===== src/rtl/super6502_pkg.sv =====
// Shared types and widths for the super6502 bus bridges.
package super6502_pkg;
  localparam int PA_W   = 24;
  localparam int PAGE_W = 12;
  localparam int OFF_W  = 12;
  localparam int DATA_W = 8;

  localparam logic [DATA_W-1:0] RD_TIMEOUT_DATA = 8'hFF;

  typedef enum logic [1:0] {IDLE, DRAIN, RD, RESP} state_t;

  function automatic logic [PA_W-1:0] make_pa(input logic [PAGE_W-1:0] page,
                                              input logic [OFF_W-1:0]  off);
    return {page, off};
  endfunction
endpackage


===== src/rtl/mapped_mem_bridge_if.sv =====
// CPU-side request bus and external memory port of the mapped memory bridge.
interface cpu_bus_if;
  import super6502_pkg::*;
  logic              cpu_valid;
  logic              cpu_rw;
  logic [OFF_W-1:0]  cpu_addr_lo;
  logic [PAGE_W-1:0] mo;
  logic [DATA_W-1:0] cpu_wdata;
  logic              cpu_rdy;
  logic              cpu_rvalid;
  logic [DATA_W-1:0] cpu_rdata;

  modport master (output cpu_valid, cpu_rw, cpu_addr_lo, mo, cpu_wdata,
                  input  cpu_rdy, cpu_rvalid, cpu_rdata);
  modport slave  (input  cpu_valid, cpu_rw, cpu_addr_lo, mo, cpu_wdata,
                  output cpu_rdy, cpu_rvalid, cpu_rdata);
endinterface

interface mem_bus_if;
  import super6502_pkg::*;
  logic              mem_req;
  logic              mem_we;
  logic [PA_W-1:0]   mem_addr;
  logic [DATA_W-1:0] mem_wdata;
  logic              mem_ack;
  logic [DATA_W-1:0] mem_rdata;

  modport master (output mem_req, mem_we, mem_addr, mem_wdata,
                  input  mem_ack, mem_rdata);
  modport slave  (input  mem_req, mem_we, mem_addr, mem_wdata,
                  output mem_ack, mem_rdata);
endinterface


===== src/rtl/mem_port_timer.sv =====
// Per-transaction ack timeout: flags expiry on the TIMEOUT-th unacked cycle of a request.
module mem_port_timer #(
  parameter int TIMEOUT = 255
) (
  input  logic clk,
  input  logic rst,
  input  logic i_req,
  input  logic i_ack,
  output logic o_expired
);
  logic [15:0] r_cnt;

  // Held at zero while idle, so every new request starts counting from zero.
  always_ff @(posedge clk) begin
    if (rst || !i_req) r_cnt <= '0;
    else if (!i_ack)   r_cnt <= r_cnt + 16'd1;
  end

  assign o_expired = i_req & ~i_ack & (r_cnt == 16'(TIMEOUT - 1));
endmodule


===== src/rtl/mapped_mem_bridge.sv =====
// Joins mapper page + CPU offset into a physical address and runs the access
// on the memory port, with a one-entry posted write buffer and ack timeout.
module mapped_mem_bridge
  import super6502_pkg::*;
#(
  parameter int TIMEOUT = 255
) (
  input  logic      clk,
  input  logic      rst,
  cpu_bus_if.slave  cpu,
  mem_bus_if.master mem,
  output logic      err
);
  state_t            r_state, w_next;
  logic              r_wb_valid;
  logic [PA_W-1:0]   r_wb_addr, r_rd_addr, r_mem_addr;
  logic [DATA_W-1:0] r_wb_data, r_mem_wdata, r_rdata;
  logic              r_mem_req, r_mem_we, r_rvalid, r_err;

  logic              w_rdy, w_accept, w_acc_wr, w_acc_rd, w_hit, w_miss;
  logic              w_expired, w_done, w_tout, w_wb_done;
  logic              w_issue_wb, w_issue_new, w_issue_rd, w_rd_done;
  logic [PA_W-1:0]   w_pa, w_rd_issue_addr;

  assign w_pa     = make_pa(cpu.mo, cpu.cpu_addr_lo);
  assign w_rdy    = (r_state == IDLE) & ~(~cpu.cpu_rw & r_wb_valid);
  assign w_accept = cpu.cpu_valid & w_rdy;
  assign w_acc_wr = w_accept & ~cpu.cpu_rw;
  assign w_acc_rd = w_accept & cpu.cpu_rw;
  assign w_hit    = w_acc_rd & r_wb_valid & (w_pa == r_wb_addr);
  assign w_miss   = w_acc_rd & ~w_hit;

  mem_port_timer #(.TIMEOUT(TIMEOUT)) u_timer (
    .clk       (clk),
    .rst       (rst),
    .i_req     (r_mem_req),
    .i_ack     (mem.mem_ack),
    .o_expired (w_expired)
  );

  // Acks seen while no request is outstanding never complete anything.
  assign w_done      = r_mem_req & (mem.mem_ack | w_expired);
  assign w_tout      = r_mem_req & w_expired;
  assign w_wb_done   = w_done & r_mem_we;
  assign w_issue_new = w_acc_wr & ~r_mem_req;
  assign w_rd_issue_addr = (r_state == IDLE) ? w_pa : r_rd_addr;

  always_ff @(posedge clk) begin
    if (rst) r_state <= IDLE;
    else     r_state <= w_next;
  end

  always_comb begin
    w_next     = r_state;
    w_issue_wb = 1'b0;
    w_issue_rd = 1'b0;
    w_rd_done  = 1'b0;
    unique case (r_state)
      IDLE: begin
        w_issue_wb = r_wb_valid & ~r_mem_req;
        if (w_miss) begin
          // A write finishing on this very edge leaves nothing to drain.
          if (r_wb_valid && !w_wb_done) w_next = DRAIN;
          else begin
            w_next     = RD;
            w_issue_rd = ~r_wb_valid;
          end
        end
      end
      DRAIN: begin
        w_issue_wb = r_wb_valid & ~r_mem_req;
        if (w_wb_done || !r_wb_valid) w_next = RD;
      end
      RD: begin
        if (!r_mem_req) w_issue_rd = 1'b1;
        else if (w_done) begin
          w_rd_done = 1'b1;
          w_next    = RESP;
        end
      end
      RESP:    w_next = IDLE;
      default: w_next = IDLE;
    endcase
  end

  always_ff @(posedge clk) begin
    if (rst) begin
      r_wb_valid  <= 1'b0;
      r_wb_addr   <= '0;
      r_wb_data   <= '0;
      r_rd_addr   <= '0;
      r_mem_req   <= 1'b0;
      r_mem_we    <= 1'b0;
      r_mem_addr  <= '0;
      r_mem_wdata <= '0;
      r_rvalid    <= 1'b0;
      r_rdata     <= '0;
      r_err       <= 1'b0;
    end else begin
      r_rvalid <= w_hit | w_rd_done;
      if (w_hit)     r_rdata <= r_wb_data;
      if (w_rd_done) r_rdata <= mem.mem_ack ? mem.mem_rdata : RD_TIMEOUT_DATA;
      if (w_miss)    r_rd_addr <= w_pa;
      if (w_tout)    r_err <= 1'b1;

      // Completion (ack or timeout) retires the buffered write either way.
      if (w_wb_done) r_wb_valid <= 1'b0;
      if (w_acc_wr) begin
        r_wb_valid <= 1'b1;
        r_wb_addr  <= w_pa;
        r_wb_data  <= cpu.cpu_wdata;
      end

      if (w_done) r_mem_req <= 1'b0;
      else if (w_issue_wb) begin
        r_mem_req   <= 1'b1;
        r_mem_we    <= 1'b1;
        r_mem_addr  <= r_wb_addr;
        r_mem_wdata <= r_wb_data;
      end else if (w_issue_new) begin
        r_mem_req   <= 1'b1;
        r_mem_we    <= 1'b1;
        r_mem_addr  <= w_pa;
        r_mem_wdata <= cpu.cpu_wdata;
      end else if (w_issue_rd) begin
        r_mem_req   <= 1'b1;
        r_mem_we    <= 1'b0;
        r_mem_addr  <= w_rd_issue_addr;
      end
    end
  end

  assign cpu.cpu_rdy    = w_rdy;
  assign cpu.cpu_rvalid = r_rvalid;
  assign cpu.cpu_rdata  = r_rdata;
  assign mem.mem_req    = r_mem_req;
  assign mem.mem_we     = r_mem_we;
  assign mem.mem_addr   = r_mem_addr;
  assign mem.mem_wdata  = r_mem_wdata;
  assign err            = r_err;
endmodule


===== src/flat_wrapper.sv =====
// flat-port wrapper written by rule: the top's interface ports become plain ports
module mapped_mem_bridge_flat import super6502_pkg::*;
#(
  parameter int TIMEOUT = 255
)
  (clk, rst, err, cpu_cpu_valid, cpu_cpu_rw, cpu_cpu_addr_lo, cpu_mo, cpu_cpu_wdata, cpu_cpu_rdy, cpu_cpu_rvalid, cpu_cpu_rdata, mem_mem_req, mem_mem_we, mem_mem_addr, mem_mem_wdata, mem_mem_ack, mem_mem_rdata);
  cpu_bus_if cpu_i ();
  mem_bus_if mem_i ();
  input  logic clk;
  input  logic rst;
  output logic err;
  input wire logic [$bits(cpu_i.cpu_valid)-1:0] cpu_cpu_valid;
  input wire logic [$bits(cpu_i.cpu_rw)-1:0] cpu_cpu_rw;
  input wire logic [$bits(cpu_i.cpu_addr_lo)-1:0] cpu_cpu_addr_lo;
  input wire logic [$bits(cpu_i.mo)-1:0] cpu_mo;
  input wire logic [$bits(cpu_i.cpu_wdata)-1:0] cpu_cpu_wdata;
  output wire logic [$bits(cpu_i.cpu_rdy)-1:0] cpu_cpu_rdy;
  output wire logic [$bits(cpu_i.cpu_rvalid)-1:0] cpu_cpu_rvalid;
  output wire logic [$bits(cpu_i.cpu_rdata)-1:0] cpu_cpu_rdata;
  output wire logic [$bits(mem_i.mem_req)-1:0] mem_mem_req;
  output wire logic [$bits(mem_i.mem_we)-1:0] mem_mem_we;
  output wire logic [$bits(mem_i.mem_addr)-1:0] mem_mem_addr;
  output wire logic [$bits(mem_i.mem_wdata)-1:0] mem_mem_wdata;
  input wire logic [$bits(mem_i.mem_ack)-1:0] mem_mem_ack;
  input wire logic [$bits(mem_i.mem_rdata)-1:0] mem_mem_rdata;
  assign cpu_i.cpu_valid = cpu_cpu_valid;
  assign cpu_i.cpu_rw = cpu_cpu_rw;
  assign cpu_i.cpu_addr_lo = cpu_cpu_addr_lo;
  assign cpu_i.mo = cpu_mo;
  assign cpu_i.cpu_wdata = cpu_cpu_wdata;
  assign cpu_cpu_rdy = cpu_i.cpu_rdy;
  assign cpu_cpu_rvalid = cpu_i.cpu_rvalid;
  assign cpu_cpu_rdata = cpu_i.cpu_rdata;
  assign mem_mem_req = mem_i.mem_req;
  assign mem_mem_we = mem_i.mem_we;
  assign mem_mem_addr = mem_i.mem_addr;
  assign mem_mem_wdata = mem_i.mem_wdata;
  assign mem_i.mem_ack = mem_mem_ack;
  assign mem_i.mem_rdata = mem_mem_rdata;
  mapped_mem_bridge #(.TIMEOUT(TIMEOUT)) u_core (.clk(clk), .rst(rst), .cpu(cpu_i), .mem(mem_i), .err(err));
endmodule

===== config.mk =====
export PLATFORM = sky130hd
export DESIGN_NAME = mapped_mem_bridge_flat
export DESIGN_NICKNAME = d
export VERILOG_FILES = /design/src/rtl/super6502_pkg.sv /design/src/rtl/mapped_mem_bridge_if.sv /design/src/rtl/mem_port_timer.sv /design/src/rtl/mapped_mem_bridge.sv /design/src/flat_wrapper.sv
export SDC_FILE = /design/constraint.sdc
export NUM_CORES = 1
export LEC_CHECK = 0
export ABC_AREA = 1
export CORE_MARGIN = 1.5
export CORE_UTILIZATION = 50
export CTS_CLUSTER_SIZE = 16
export DETAILED_ROUTE_END_ITERATION = 7
export GPL_ROUTABILITY_DRIVEN = 0
export GPL_TIMING_DRIVEN = 0
export PLACE_DENSITY = 0.79
export SYNTH_ARGS = -nofsm -noshare
export SYNTH_HDL_FRONTEND = slang
export SYNTH_SLANG_ARGS = --single-unit

===== constraint.sdc =====
create_clock -name clk -period 4.3 [get_ports clk]
set_input_delay 0.645 -clock clk [delete_from_list [all_inputs] [get_ports clk]]
set_output_delay 0.645 -clock clk [all_outputs]
set_load 0.03 [all_outputs]

==> flow_summary.yaml <==
run_status:
  run_status: "finished, final reports clean"
worst_setup_path:
  cp.arrival_ns: 2.26
  cp.depth: 6
  crit_start: "u_core.r_state[1]$_SDFFE_PP0P_"
  rr_worst_depth: 14
  crit_chain: "inv_1, ha_1, buf_4, inv_2, a21oi_1, clkdlybuf4s50_1"
  slowest_stage: "clkdlybuf4s50_1"
  endpoint: "cpu_cpu_rdy"
  cp_max_fo: 8
  critPathTopFamily: "buffers and inverters"
  start_kind: "register"
  regToRegStartpoint: "u_core.r_state[0]$_SDFFE_PP0P_"
  critPathBufInv: 4
  critPathKind: "reg -> out"
  max_stage_delay_ns: 0.71
  required_ns: 3.65
  rr_endpoint: "u_core.r_rd_addr[11]$_SDFFE_PP0P_"
  cp-end-kind: "primary output"
  reg2reg_slack_ns: 1.73
yosys:
  synth_flop_cell: "dfxtp_1"
  syn-num-nets: 848
  synth_edf_count: 0
  synth-warning-count: 0
  avgSynthCellArea_sq_um: 6.88
  ys_ff_latch: 119
  synth_cell_types: 30
  synthArstFlopShare_pct: 0
  netlist.top_cell.by_area: "dfxtp_1"
  seq_area_frac_synth_pct: 43.4
  ys_top_cells_by_area: "dfxtp_1, o21ai_0, nand2_1, nor2_1, a21oi_1"
  synthCells: 798
  synth_top_cell_area_share_pct: 43.4
  synth_area_sq_um: 5490
final_layout:
  n_antenna_cell: 0
  final_core_util_pct: 66.3
  layout_common_cells: "nand2_1, o21ai_0, dfxtp_1"
  nets: 956
  layout_commonest_cell: "nand2_1"
  syn_to_final_growth_pct: 30.4
  drive_above_1_share_pct: 5.22
power:
  power_leakage_uw: 0.00306
  p_int_uw: 2810
  ir_drop_mv: 0.379
  power_density_nw_per_um2: 633
  power_frac_clock_pct: 31.9
  power_frac_seq_pct: 32.1
  swShare_pct: 37.9
  p_comb_share_pct: 36.0
  switchingPower_uw: 1720
floorplanning:
  rows: 38
  io_pins: 90
  initial_core_util_pct: 50.9
  core_area_sq_um: 10800
  dieHeight_um: 108
  dieArea_sq_um: 11600
  die_x_um: 108
clocking:
  cts_tree: "built"
  clkLatencyLatePin_ns: 0.53
  cts_setup_buffers: 0
  cts.sinks: 119
  root_buffer: "clkbuf_8"
  clk_path_buf_depth: 2
  cts_buffers: 17
  cts_hold_buf: 0
  clk_pin_slew_ns: 0.06
  htree_num_levels: 4
  cts_resized: 0
route:
  drc: 0
  wl_per_cell_um: 14.2
  drtIter0Drc: 425
  first_pass_iters: 7
  ant_nets: 0
  routed_wl_um: 15000
  vias_per_cell: 5.30
  dr_total_vias: 5614
global_route:
  grt_pass1_vias: 5205
  grt_max_degree: 17
  grt_antenna_before_repair: 0
  grt-ovfl-total: 0
  grt_usage_pct: 27.0
  grt_pass1_wl_um: 24700
timing:
  skew_ns: 0.00943
  rsz0062_at_grt: "false"
  finalMaxSlewViolations: 0
  finalSetupViolations: 0
  finalHoldViolCount: 0
  period_share_pct: 67.6
  worst_slew_pin_slew_ns: 0.554
  min_period_ns: 2.91
  timing.setup.tns_ns: 0
  fmax_mhz: 344
  slew_headroom_pct: 63.1
placement:
  port_buffers: 89
  dp_hpwl_um: 10100
flow_run:
  maxCapViolations: 0
min_path:
  hold_path_class: "reg -> reg"
-- state kept, by name (all words and copies together) (netlist names) --
| signal | flops |
|---|---|
| u_core.mem.mem_addr | 24 |
| u_core.r_rd_addr | 24 |
| u_core.r_wb_addr | 24 |
| u_core.u_timer.r_cnt | 16 |
| u_core.cpu.cpu_rdata | 8 |
| u_core.mem.mem_wdata | 8 |
| u_core.r_wb_data | 8 |
| u_core.r_state | 2 |
| u_core.cpu.cpu_rvalid | 1 |
| u_core.err | 1 |
| u_core.mem.mem_req | 1 |
| u_core.mem.mem_we | 1 |
| u_core.r_wb_valid | 1 |
-- layer usage --
layer  up-vias  track usage [%]  wire length (um)
met5         -                0                 0
met4         0             7.61               233
met1      2559             34.8              6660
met2       203             45.5              7060
met3        26             5.81              1090
li1       2826                -                 -
-- stage by stage --
step	power (uW)	setup WS (ns)	instance area, sq um	cells	hold slack [ns]
2_1_floorplan	2520	2.24	5490	798	0.445
4_1_cts	4520	1.39	7160	1059	0.465
3_5_place_dp	3070	1.25	6560	1027	0.453
6_report	4530	1.39	7160	1059	0.464
5_1_grt	4780	1.32	7160	1059	0.487
3_3_place_gp	3050	1.31	6560	1027	0.452
-- worst min-delay path, cell delays in order, from the launching register on --
cell and delay (ns):
dfxtp_1 0.31, nand2_1 0.06, a21oi_1 0.05
-- kinds of logic (layout without fill, tap and decap cells) --
| family | count (synthesis) | after routing | synth area share (%) |
|---|---|---|---|
| adder cells (fa/ha/maj) | 5 | 5 | 1.14 |
| AND/OR/NAND/NOR | 293 | 293 | 22.0 |
| AO/OA/AOI/OAI | 243 | 243 | 23.6 |
| XOR/XNOR | 1 | 1 | 0.160 |
| buffers and inverters | 136 | 257 | 9.57 |
| multiplexers | 1 | 1 | 0.182 |
| flip-flops | 119 | 119 | 43.4 |
-- cell type report --
| cell class | instances | area [sq um] |
|---|---|---|
| Buffer | 43 | 176 |
| Clock buffer | 18 | 428 |
| Clock inverter | 14 | 174 |
| Fill cell | 935 | 3640 |
| Inverter | 93 | 349 |
| Multi-Input combinational cell | 543 | 2580 |
| Sequential cell | 119 | 2380 |
| Tap cell | 140 | 175 |
| Timing Repair Buffer | 89 | 891 |
-- synthesized netlist by cell type (3+ instances only) --
cell type,count
nor2_1,107
nand3_1,23
dfxtp_1,119
o21ai_1,15
buf_2,6
inv_1,90
o21ai_0,119
o21a_1,3
nand3b_1,7
o211ai_1,22
nand2_1,142
nor3_1,7
a21oi_1,79
ha_1,5
clkbuf_1,35
-- power groups by stage --
stage | Combinational (uW) | Clock [uW] | Sequential, uW
6_report | 1630 | 1450 | 1450
5_1_grt | 1800 | 1500 | 1480
2_1_floorplan | 862 | 0 | 1660
3_5_place_dp | 1600 | 0 | 1470
3_3_place_gp | 1590 | 0 | 1460
4_1_cts | 1620 | 1450 | 1450
-- worst min-delay path by stage --
stage	startpoint	to	slack, ns	cells after the start
after global routing	u_core.u_timer.r_cnt[7]$_SDFFE_PP0N_	u_core.u_timer.r_cnt[7]$_SDFFE_PP0N_	0.49	2
after CTS	u_core.mem.mem_wdata[0]$_SDFFE_PP0P_	u_core.mem.mem_wdata[0]$_SDFFE_PP0P_	0.46	2
after detailed placement	u_core.err$_SDFFE_PP0P_	u_core.err$_SDFFE_PP0P_	0.45	2
after global placement	u_core.err$_SDFFE_PP0P_	u_core.err$_SDFFE_PP0P_	0.45	2
after floorplan	u_core.r_wb_data[7]$_SDFFE_PP0P_	u_core.r_wb_data[7]$_SDFFE_PP0P_	0.44	2
final	u_core.mem.mem_wdata[0]$_SDFFE_PP0P_	u_core.mem.mem_wdata[0]$_SDFFE_PP0P_	0.46	2
Note: power is estimated with default switching activity, not from simulation.
